==> config.mk <==
export PLATFORM = sky130hd
export DESIGN_NAME = tlx_fwd_sched
export DESIGN_NICKNAME = d
export VERILOG_FILES = /design/src/rtl/tlx_fwd_sched.sv
export SDC_FILE = /design/constraint.sdc
export NUM_CORES = 1
export LEC_CHECK = 0
export CORE_ASPECT_RATIO = 0.7
export CORE_MARGIN = 2
export CORE_UTILIZATION = 25
export DETAILED_ROUTE_END_ITERATION = 8
export GPL_TIMING_DRIVEN = 0
export SYNTH_ARGS = -nofsm -noshare
export SYNTH_HDL_FRONTEND = slang
export SYNTH_SLANG_ARGS = --single-unit
export TNS_END_PERCENT = 10
==> constraint.sdc <==
create_clock -name tlx_fwd_clk -period 4.5 [get_ports tlx_fwd_clk]
set_clock_uncertainty 0.05 [all_clocks]
set_input_delay 1.125 -clock tlx_fwd_clk [delete_from_list [all_inputs] [get_ports tlx_fwd_clk]]
set_output_delay 1.125 -clock tlx_fwd_clk [all_outputs]
set_load 0.01 [all_outputs]
==> src/rtl/tlx_fwd_sched.sv <==
// -----------------------------------------------------------------------------
// tlx_fwd_sched
//
// Two-source, packet-atomic, credit-gated forwarding scheduler for a link.
// Each source is granted for a whole packet.  Grants alternate round-robin:
// after a packet ends, the other source is favoured.  Beats pass through a
// single output register that sustains one beat per cycle.  One receiver
// credit is spent per forwarded beat.  Credits come back on the flow channel.
//
// Optional feature macro: TLX_FWD_SCHED_STATS_EN
//   When defined, per-source 16-bit accepted-beat counters are built.
//   When undefined, beats0/beats1 are tied to zero and no counter flops exist.
//
// Ports
//   tlx_fwd_clk              in   sole clock
//   tlx_fwd_reset            in   synchronous active-high reset
//   s0_*/s1_*                     source streams (tvalid/tready/tdata[40]/tlast)
//   tlx_fwd_payload_*             link beat stream (tvalid/tready/tdata[40])
//   tlx_fwd_flow_*                credit return (tvalid/tready=1/tdata[2])
//   credits     out  CREDIT_W  current credit count
//   credit_err  out  1         sticky credit overflow flag
//   beats0/1    out  16        per-source accepted-beat counters
// -----------------------------------------------------------------------------
module tlx_fwd_sched #(
  parameter int NUM_CREDITS = 8,
  parameter int CREDIT_W    = 4
) (
  input  logic                tlx_fwd_clk,
  input  logic                tlx_fwd_reset,

  input  logic                s0_tvalid,
  output logic                s0_tready,
  input  logic [39:0]         s0_tdata,
  input  logic                s0_tlast,

  input  logic                s1_tvalid,
  output logic                s1_tready,
  input  logic [39:0]         s1_tdata,
  input  logic                s1_tlast,

  output logic                tlx_fwd_payload_tvalid,
  input  logic                tlx_fwd_payload_tready,
  output logic [39:0]         tlx_fwd_payload_tdata,

  input  logic                tlx_fwd_flow_tvalid,
  output logic                tlx_fwd_flow_tready,
  input  logic [1:0]          tlx_fwd_flow_tdata,

  output logic [CREDIT_W-1:0] credits,
  output logic                credit_err,
  output logic [15:0]         beats0,
  output logic [15:0]         beats1
);

  // The credit sum needs headroom for the largest return (3) on top of a
  // full counter, so it is evaluated two bits wider than the counter.
  localparam int SUM_W = CREDIT_W + 2;

  typedef enum logic [1:0] {
    ST_IDLE = 2'd0,
    ST_GNT0 = 2'd1,
    ST_GNT1 = 2'd2
  } state_t;

  state_t               r_state;
  state_t               w_state_next;
  logic                 r_rr_ptr;
  logic                 w_rr_ptr_next;

  logic [CREDIT_W-1:0]  r_credits;
  logic                 r_credit_err;
  logic                 r_out_valid;
  logic [39:0]          r_out_data;

  logic                 w_slot_free;
  logic                 w_credit_avail;
  logic                 w_ready0;
  logic                 w_ready1;
  logic                 w_accept0;
  logic                 w_accept1;
  logic                 w_accept;
  logic [1:0]           w_ret;
  logic [SUM_W-1:0]     w_credit_sum;
  logic                 w_credit_ovf;

  // ---------------------------------------------------------------------------
  // Handshake qualification
  // ---------------------------------------------------------------------------
  // The output register can take a new beat when it is empty or draining.
  assign w_slot_free    = !r_out_valid || tlx_fwd_payload_tready;
  assign w_credit_avail = (r_credits != '0);

  // Reset is synchronous, so the state register may still show a grant while
  // reset is asserted; the tready terms are masked so no beat slips through.
  assign w_ready0 = (r_state == ST_GNT0) && w_slot_free && w_credit_avail && !tlx_fwd_reset;
  assign w_ready1 = (r_state == ST_GNT1) && w_slot_free && w_credit_avail && !tlx_fwd_reset;

  assign w_accept0 = s0_tvalid && w_ready0;
  assign w_accept1 = s1_tvalid && w_ready1;
  assign w_accept  = w_accept0 || w_accept1;

  assign s0_tready           = w_ready0;
  assign s1_tready           = w_ready1;
  assign tlx_fwd_flow_tready = 1'b1;

  // ---------------------------------------------------------------------------
  // Grant FSM: state register
  // ---------------------------------------------------------------------------
  always_ff @(posedge tlx_fwd_clk) begin
    if (tlx_fwd_reset) begin
      r_state  <= ST_IDLE;
      r_rr_ptr <= 1'b0;
    end else begin
      r_state  <= w_state_next;
      r_rr_ptr <= w_rr_ptr_next;
    end
  end

  // ---------------------------------------------------------------------------
  // Grant FSM: next state
  // ---------------------------------------------------------------------------
  // IDLE only arbitrates; it never accepts.  A grant is released only by an
  // accepted tlast beat, so a credit stall or a source bubble holds the grant.
  always_comb begin
    w_state_next  = r_state;
    w_rr_ptr_next = r_rr_ptr;
    case (r_state)
      ST_IDLE: begin
        if (w_credit_avail && (s0_tvalid || s1_tvalid)) begin
          // Favoured source wins if valid; otherwise the other one (which
          // must then be the valid one).
          if (r_rr_ptr ? s1_tvalid : !s0_tvalid) begin
            w_state_next = ST_GNT1;
          end else begin
            w_state_next = ST_GNT0;
          end
        end
      end
      ST_GNT0: begin
        if (w_accept0 && s0_tlast) begin
          w_state_next  = ST_IDLE;
          w_rr_ptr_next = 1'b1;
        end
      end
      ST_GNT1: begin
        if (w_accept1 && s1_tlast) begin
          w_state_next  = ST_IDLE;
          w_rr_ptr_next = 1'b0;
        end
      end
      default: begin
        w_state_next = ST_IDLE;
      end
    endcase
  end

  // ---------------------------------------------------------------------------
  // Output register
  // ---------------------------------------------------------------------------
  // Loads on acceptance; otherwise holds until the link takes the beat.
  always_ff @(posedge tlx_fwd_clk) begin
    if (tlx_fwd_reset) begin
      r_out_valid <= 1'b0;
      r_out_data  <= '0;
    end else if (w_accept) begin
      r_out_valid <= 1'b1;
      r_out_data  <= w_accept1 ? s1_tdata : s0_tdata;
    end else if (tlx_fwd_payload_tready) begin
      r_out_valid <= 1'b0;
    end
  end

  assign tlx_fwd_payload_tvalid = r_out_valid;
  assign tlx_fwd_payload_tdata  = r_out_data;

  // ---------------------------------------------------------------------------
  // Credit accounting
  // ---------------------------------------------------------------------------
  // Consume and return in the same cycle are both counted.  The subtraction
  // cannot underflow: a beat is only accepted while credits are non-zero.
  assign w_ret        = tlx_fwd_flow_tvalid ? tlx_fwd_flow_tdata : 2'd0;
  assign w_credit_sum = SUM_W'(r_credits) - SUM_W'(w_accept) + SUM_W'(w_ret);
  assign w_credit_ovf = (w_credit_sum > SUM_W'(NUM_CREDITS));

  always_ff @(posedge tlx_fwd_clk) begin
    if (tlx_fwd_reset) begin
      r_credits    <= CREDIT_W'(NUM_CREDITS);
      r_credit_err <= 1'b0;
    end else begin
      if (w_credit_ovf) begin
        r_credits    <= CREDIT_W'(NUM_CREDITS);
        r_credit_err <= 1'b1;
      end else begin
        r_credits    <= w_credit_sum[CREDIT_W-1:0];
      end
    end
  end

  assign credits    = r_credits;
  assign credit_err = r_credit_err;

  // ---------------------------------------------------------------------------
  // Optional per-source beat statistics
  // ---------------------------------------------------------------------------
`ifdef TLX_FWD_SCHED_STATS_EN
  logic [1:0]  w_acc_vec;
  logic [15:0] r_beats [2];

  assign w_acc_vec = {w_accept1, w_accept0};

  for (genvar gi = 0; gi < 2; gi++) begin : g_stats
    // Free-running 16-bit counters; wrap is intentional.
    always_ff @(posedge tlx_fwd_clk) begin
      if (tlx_fwd_reset) begin
        r_beats[gi] <= '0;
      end else if (w_acc_vec[gi]) begin
        r_beats[gi] <= r_beats[gi] + 16'd1;
      end
    end
  end

  assign beats0 = r_beats[0];
  assign beats1 = r_beats[1];
`else
  assign beats0 = '0;
  assign beats1 = '0;
`endif

endmodule

==> metrics.md <==
| Metric | Value |
|---|---|
| Peak clock frequency supported by timing | `231 MHz` |
| Switching power summed over all nets | `~0.34 mW` |
| Clock share of power | `0.333` |
| Floorplan die area | `11,400 µm²` |
| Run status | `finished clean` |
| Number of register bits inferred by synthesis | `49` |
| Worst-path clk slew | `roughly 60 ps` |
| Post-route ant nets | `0` |
| Post-synthesis compound-gate area fraction | `0.166` |
| Multiplexer fraction of the synthesized cell area | `0.0114` |
| Simple-gate portion of the synthesized area | `0.244` |
| First-pass detailed-route iteration total | `4` |
| Core outline area | `10,300 µm²` |
| Initial core utilization | `0.256` |
| Critical path endpoint category | `register` |
| Xor-xnor portion of the synthesized cell area | `0.0166` |
| Top post-synthesis cells by area | `sky130_fd_sc_hd__dfxtp_1 37%, sky130_fd_sc_hd__a311oi_1 13%, sky130_fd_sc_hd__nand2_1 11%, sky130_fd_sc_hd__buf_4 10%, sky130_fd_sc_hd__nor2_1 6.7%` |
| Ant. Diodes | `0` |
| Final Hold Vio Count | `0` |
| DR iter-0 viols | `101` |
| Design Power | `1.28 mW` |
| Clock buffer count from CTS | `5` |
| Worst path arrival time | `4440 ps` |
| Unrepaired setup endpoints after global routing | `no` |
| Top cells by instance count after synthesis | `80 x sky130_fd_sc_hd__nand2_1, 49 x sky130_fd_sc_hd__dfxtp_1, 47 x sky130_fd_sc_hd__nor2_1` |
| Fill cell instance count of the final layout | `1,045` |
| Via count | `2,844` |
| CP Launch Point | `tlx_fwd_payload_tready` |
| Minimum clock period | `4330 ps` |
| Maximum vdd drop | `just under 0.0002 V` |
| Static Leak | `1.80 nW` |
| First-pass GRT wire length | `about 14,000 µm` |
| Worst hold slack after final layout | `445 ps` |
| Initial antenna violation count | `0` |
| Endpoint of the lowest-slack register-to-register path | `credits[3]$_SDFF_PP1_` |
| Ports | `between 150 and 200` |
| Post-detailed-route via-to-cell ratio | `4.40` |
| Data required time at the worst endpoint | `4620 ps` |
| Library cell with the highest instance count after synthesis | `sky130_fd_sc_hd__nand2_1` |
| Port Buf Inserts | `136` |
| Chip Height | `90.0 µm` |
| Gr usage total | `0.148` |
| Number of global-route vias before repair | `2,639` |
| Count of unresolved DRC violations after routing | `0` |
| Layout cells sized above 1 | `0.128` |
| Later-pin clock latency in the skew report | `290 ps` |
| Proportion of total power due to net switching | `0.268` |
| Final HPWL DP | `6790 µm` |
| Worst setup path class | `input pin to register` |
| Max Slew Vio Count | `0` |
| Crit Path Max Fanout | `4` |
| Period utilization | `0.961` |
| CTS tree | `done` |
| Critical Path Source Type | `input pin` |
| Fraction of registers with async set or reset after synthesis | `0` |
| Count of endpoints failing setup in the final report | `0` |
| Global placer's final weighted congestion | `0.813` |
| Design area | `4510 µm²` |
| Power share of the combinational group | `0.283` |
| Class of the tightest hold or removal check | `register to register` |
| Area overhead of the layout relative to synthesis | `70.8%` |
| Total cell area at the placement stage | `roughly 4300 µm²` |
| Setup Slack @ Placement | `-661 ps` |
| Worst R2R Path Depth | `14` |
| Synthesized instance count | `335` |
| Largest family of logic cells by synthesized area | `simple AND/OR/NAND/NOR gates` |
| Avg Synthesized Cell Area | `7.89 µm²` |
| # nets final | `609` |
| Wire length after detailed routing | `8850 µm` |
| Pin count of the biggest net entering global routing | `15` |
| Count of clock tree sinks | `49` |
| Maximum Capacitance Violations | `0` |
| Sequential power share | `0.384` |
| Worst-Margin Slew | `576 ps` |
| Most common flop cell mapped by yosys | `sky130_fd_sc_hd__dfxtp_1` |
| Num rows | `31` |
| Share of Yosys cell area claimed by the top area cell type | `0.371` |
| Synthesized area | `2640 µm²` |
| Post-synthesis sequential area ratio | `0.371` |
| Worst reg2reg startpoint | `credits[3]$_SDFF_PP1_` |
| Maximum buffer depth of the clock tree | `2` |
| Yosys warnings | `0` |
| Clock Root Buffer | `sky130_fd_sc_hd__clkbuf_16` |
| Internal power of the cells | `between 0.9 and 1 mW` |
| Area leader, netlist | `sky130_fd_sc_hd__dfxtp_1` |
| PnR worst setup slack | `174 ps` |
| Startpoint of the most critical hold path | `credit_err$_SDFFE_PP0N_` |
| Areal power density over the cells | `283 nW/µm²` |
| Number of library cell types mapped by synthesis | `38` |
| Chip Width | `between 100 and 150 µm` |
| Setup total negative slack | `0 ps` |
| Count of flip-flops with a built-in enable after synthesis | `0` |
| CTS H-tree lvls | `2` |
| Worst setup path end | `credits[3]$_SDFF_PP1_` |
| Post-synthesis adder-cell area fraction | `0.0265` |
| Average routed wire per standard cell | `13.7 µm` |
| Max-slew headroom at the worst pin | `0.612` |
| GR Overflow Total | `0` |
| Worst setup slack for register-to-register paths | `840 ps` |
how the worst min path moves through the flow:
stage | cells after the start | slack [ps] | to
floorplan | 1 | 430 | r_state[0]$_SDFFE_PP0P_
global placement | 1 | 420 | credit_err$_SDFFE_PP0N_
detailed placement | 1 | 440 | credit_err$_SDFFE_PP0N_
CTS | 2 | 450 | tlx_fwd_payload_tdata[12]$_SDFFE_PP0N_
global route | 2 | 470 | tlx_fwd_payload_tdata[34]$_SDFFE_PP0N_
finish | 1 | 450 | credit_err$_SDFFE_PP0N_
cell usage in the layout, fill, tap and decap left out, types with 2 or more instances in the layout:
| master | n |
|---|---|
| sky130_fd_sc_hd__nor2_1 | 47 |
| sky130_fd_sc_hd__clkbuf_1 | 9 |
| sky130_fd_sc_hd__buf_4 | 41 |
| sky130_fd_sc_hd__ha_1 | 3 |
| sky130_fd_sc_hd__buf_2 | 7 |
| sky130_fd_sc_hd__a22oi_1 | 2 |
| sky130_fd_sc_hd__a21oi_1 | 3 |
| sky130_fd_sc_hd__inv_1 | 10 |
| sky130_fd_sc_hd__dfxtp_1 | 49 |
| sky130_fd_sc_hd__xor2_1 | 2 |
| sky130_fd_sc_hd__conb_1 | 33 |
| sky130_fd_sc_hd__a311oi_1 | 38 |
| sky130_fd_sc_hd__nor3b_1 | 2 |
| sky130_fd_sc_hd__clkbuf_16 | 5 |
| sky130_fd_sc_hd__nor3_1 | 4 |
| sky130_fd_sc_hd__o22ai_1 | 2 |
| sky130_fd_sc_hd__o21ai_0 | 2 |
| sky130_fd_sc_hd__buf_6 | 5 |
| sky130_fd_sc_hd__nor4_1 | 3 |
| sky130_fd_sc_hd__nand2_1 | 80 |
| sky130_fd_sc_hd__xnor2_1 | 3 |
| sky130_fd_sc_hd__a211oi_1 | 3 |
| sky130_fd_sc_hd__clkdlybuf4s50_1 | 136 |
| sky130_fd_sc_hd__nand3b_1 | 3 |
| sky130_fd_sc_hd__mux2i_1 | 3 |
critical path, stage by stage:
cell	delay, ps
sky130_fd_sc_hd__clkdlybuf4s50_1	450
sky130_fd_sc_hd__nor2b_1	70
sky130_fd_sc_hd__or3_4	370
sky130_fd_sc_hd__a21oi_4	160
sky130_fd_sc_hd__buf_6	130
sky130_fd_sc_hd__ha_1	210
sky130_fd_sc_hd__inv_1	60
sky130_fd_sc_hd__ha_2	170
sky130_fd_sc_hd__inv_1	60
sky130_fd_sc_hd__fa_2	370
sky130_fd_sc_hd__nor4bb_1	130
sky130_fd_sc_hd__or3_1	370
sky130_fd_sc_hd__mux2i_1	170
sky130_fd_sc_hd__a31oi_2	80
sky130_fd_sc_hd__or4_1	500
flip-flops by register name (all words and copies together), names as in the netlist:
signal                  count
tlx_fwd_payload_tdata      40
r_state                     2
tlx_fwd_payload_tvalid      1
r_rr_ptr                    1
credit_err                  1
credits                     4
power by group through the flow:
| stage | combinational (mW) | clock [mW] | sequential [mW] |
|---|---|---|---|
| 6_report | 0.361 | 0.425 | 0.489 |
| 5_1_grt | 0.390 | 0.461 | 0.495 |
| 4_1_cts | 0.349 | 0.440 | 0.490 |
| 3_5_place_dp | 0.343 | 0 | 0.499 |
| 3_3_place_gp | 0.340 | 0 | 0.498 |
| 2_1_floorplan | 0.153 | 0 | 0.511 |
final cells by class:
| cell class | instances | area (µm²) | area share |
|---|---|---|---|
| inverter | 10 | 37.5 | 0.00832 |
| timing repair buffer | 141 | 1400 | 0.310 |
| clock inverter | 2 | 35.0 | 0.00776 |
| buffer | 57 | 395 | 0.0876 |
| clock buffer | 5 | 125 | 0.0277 |
| sequential | 49 | 981 | 0.217 |
| multi-input combinational | 250 | 1380 | 0.305 |
| tap | 132 | 165 | 0.0366 |
timing repair:
item	CTS	global route
buffers inserted	1	4
resized for setup	5	2
setup endpoints to repair	4	1
hold buffers	0	0
cloned	0	0
pin swaps	0	1
metrics by stage:
stage,utilization,cells
floorplan,-,366
global placement,0.415,634
finish,0.437,646
CTS,0.434,642
detailed placement,0.415,634
global route,0.437,646
cells by family after synthesis:
group                      count (synthesis)
and+or+nand+nor                          150
buffers and inverters                     67
AOI/OAI and AO/OA                         54
DFF                                       49
adders and majority gates                  5
xor gates and xnor gates                   5
muxes                                      3
other                                      2
metal layers:
layer  global-route usage  vias up  share of wire
li1                     -     1442              -
met5                    0        -              0
met2                0.236      111           0.45
met4               0.0330        0         0.0085
met3               0.0423        6          0.077
met1                0.200     1285           0.46
Power figures use the tool's default switching activity.
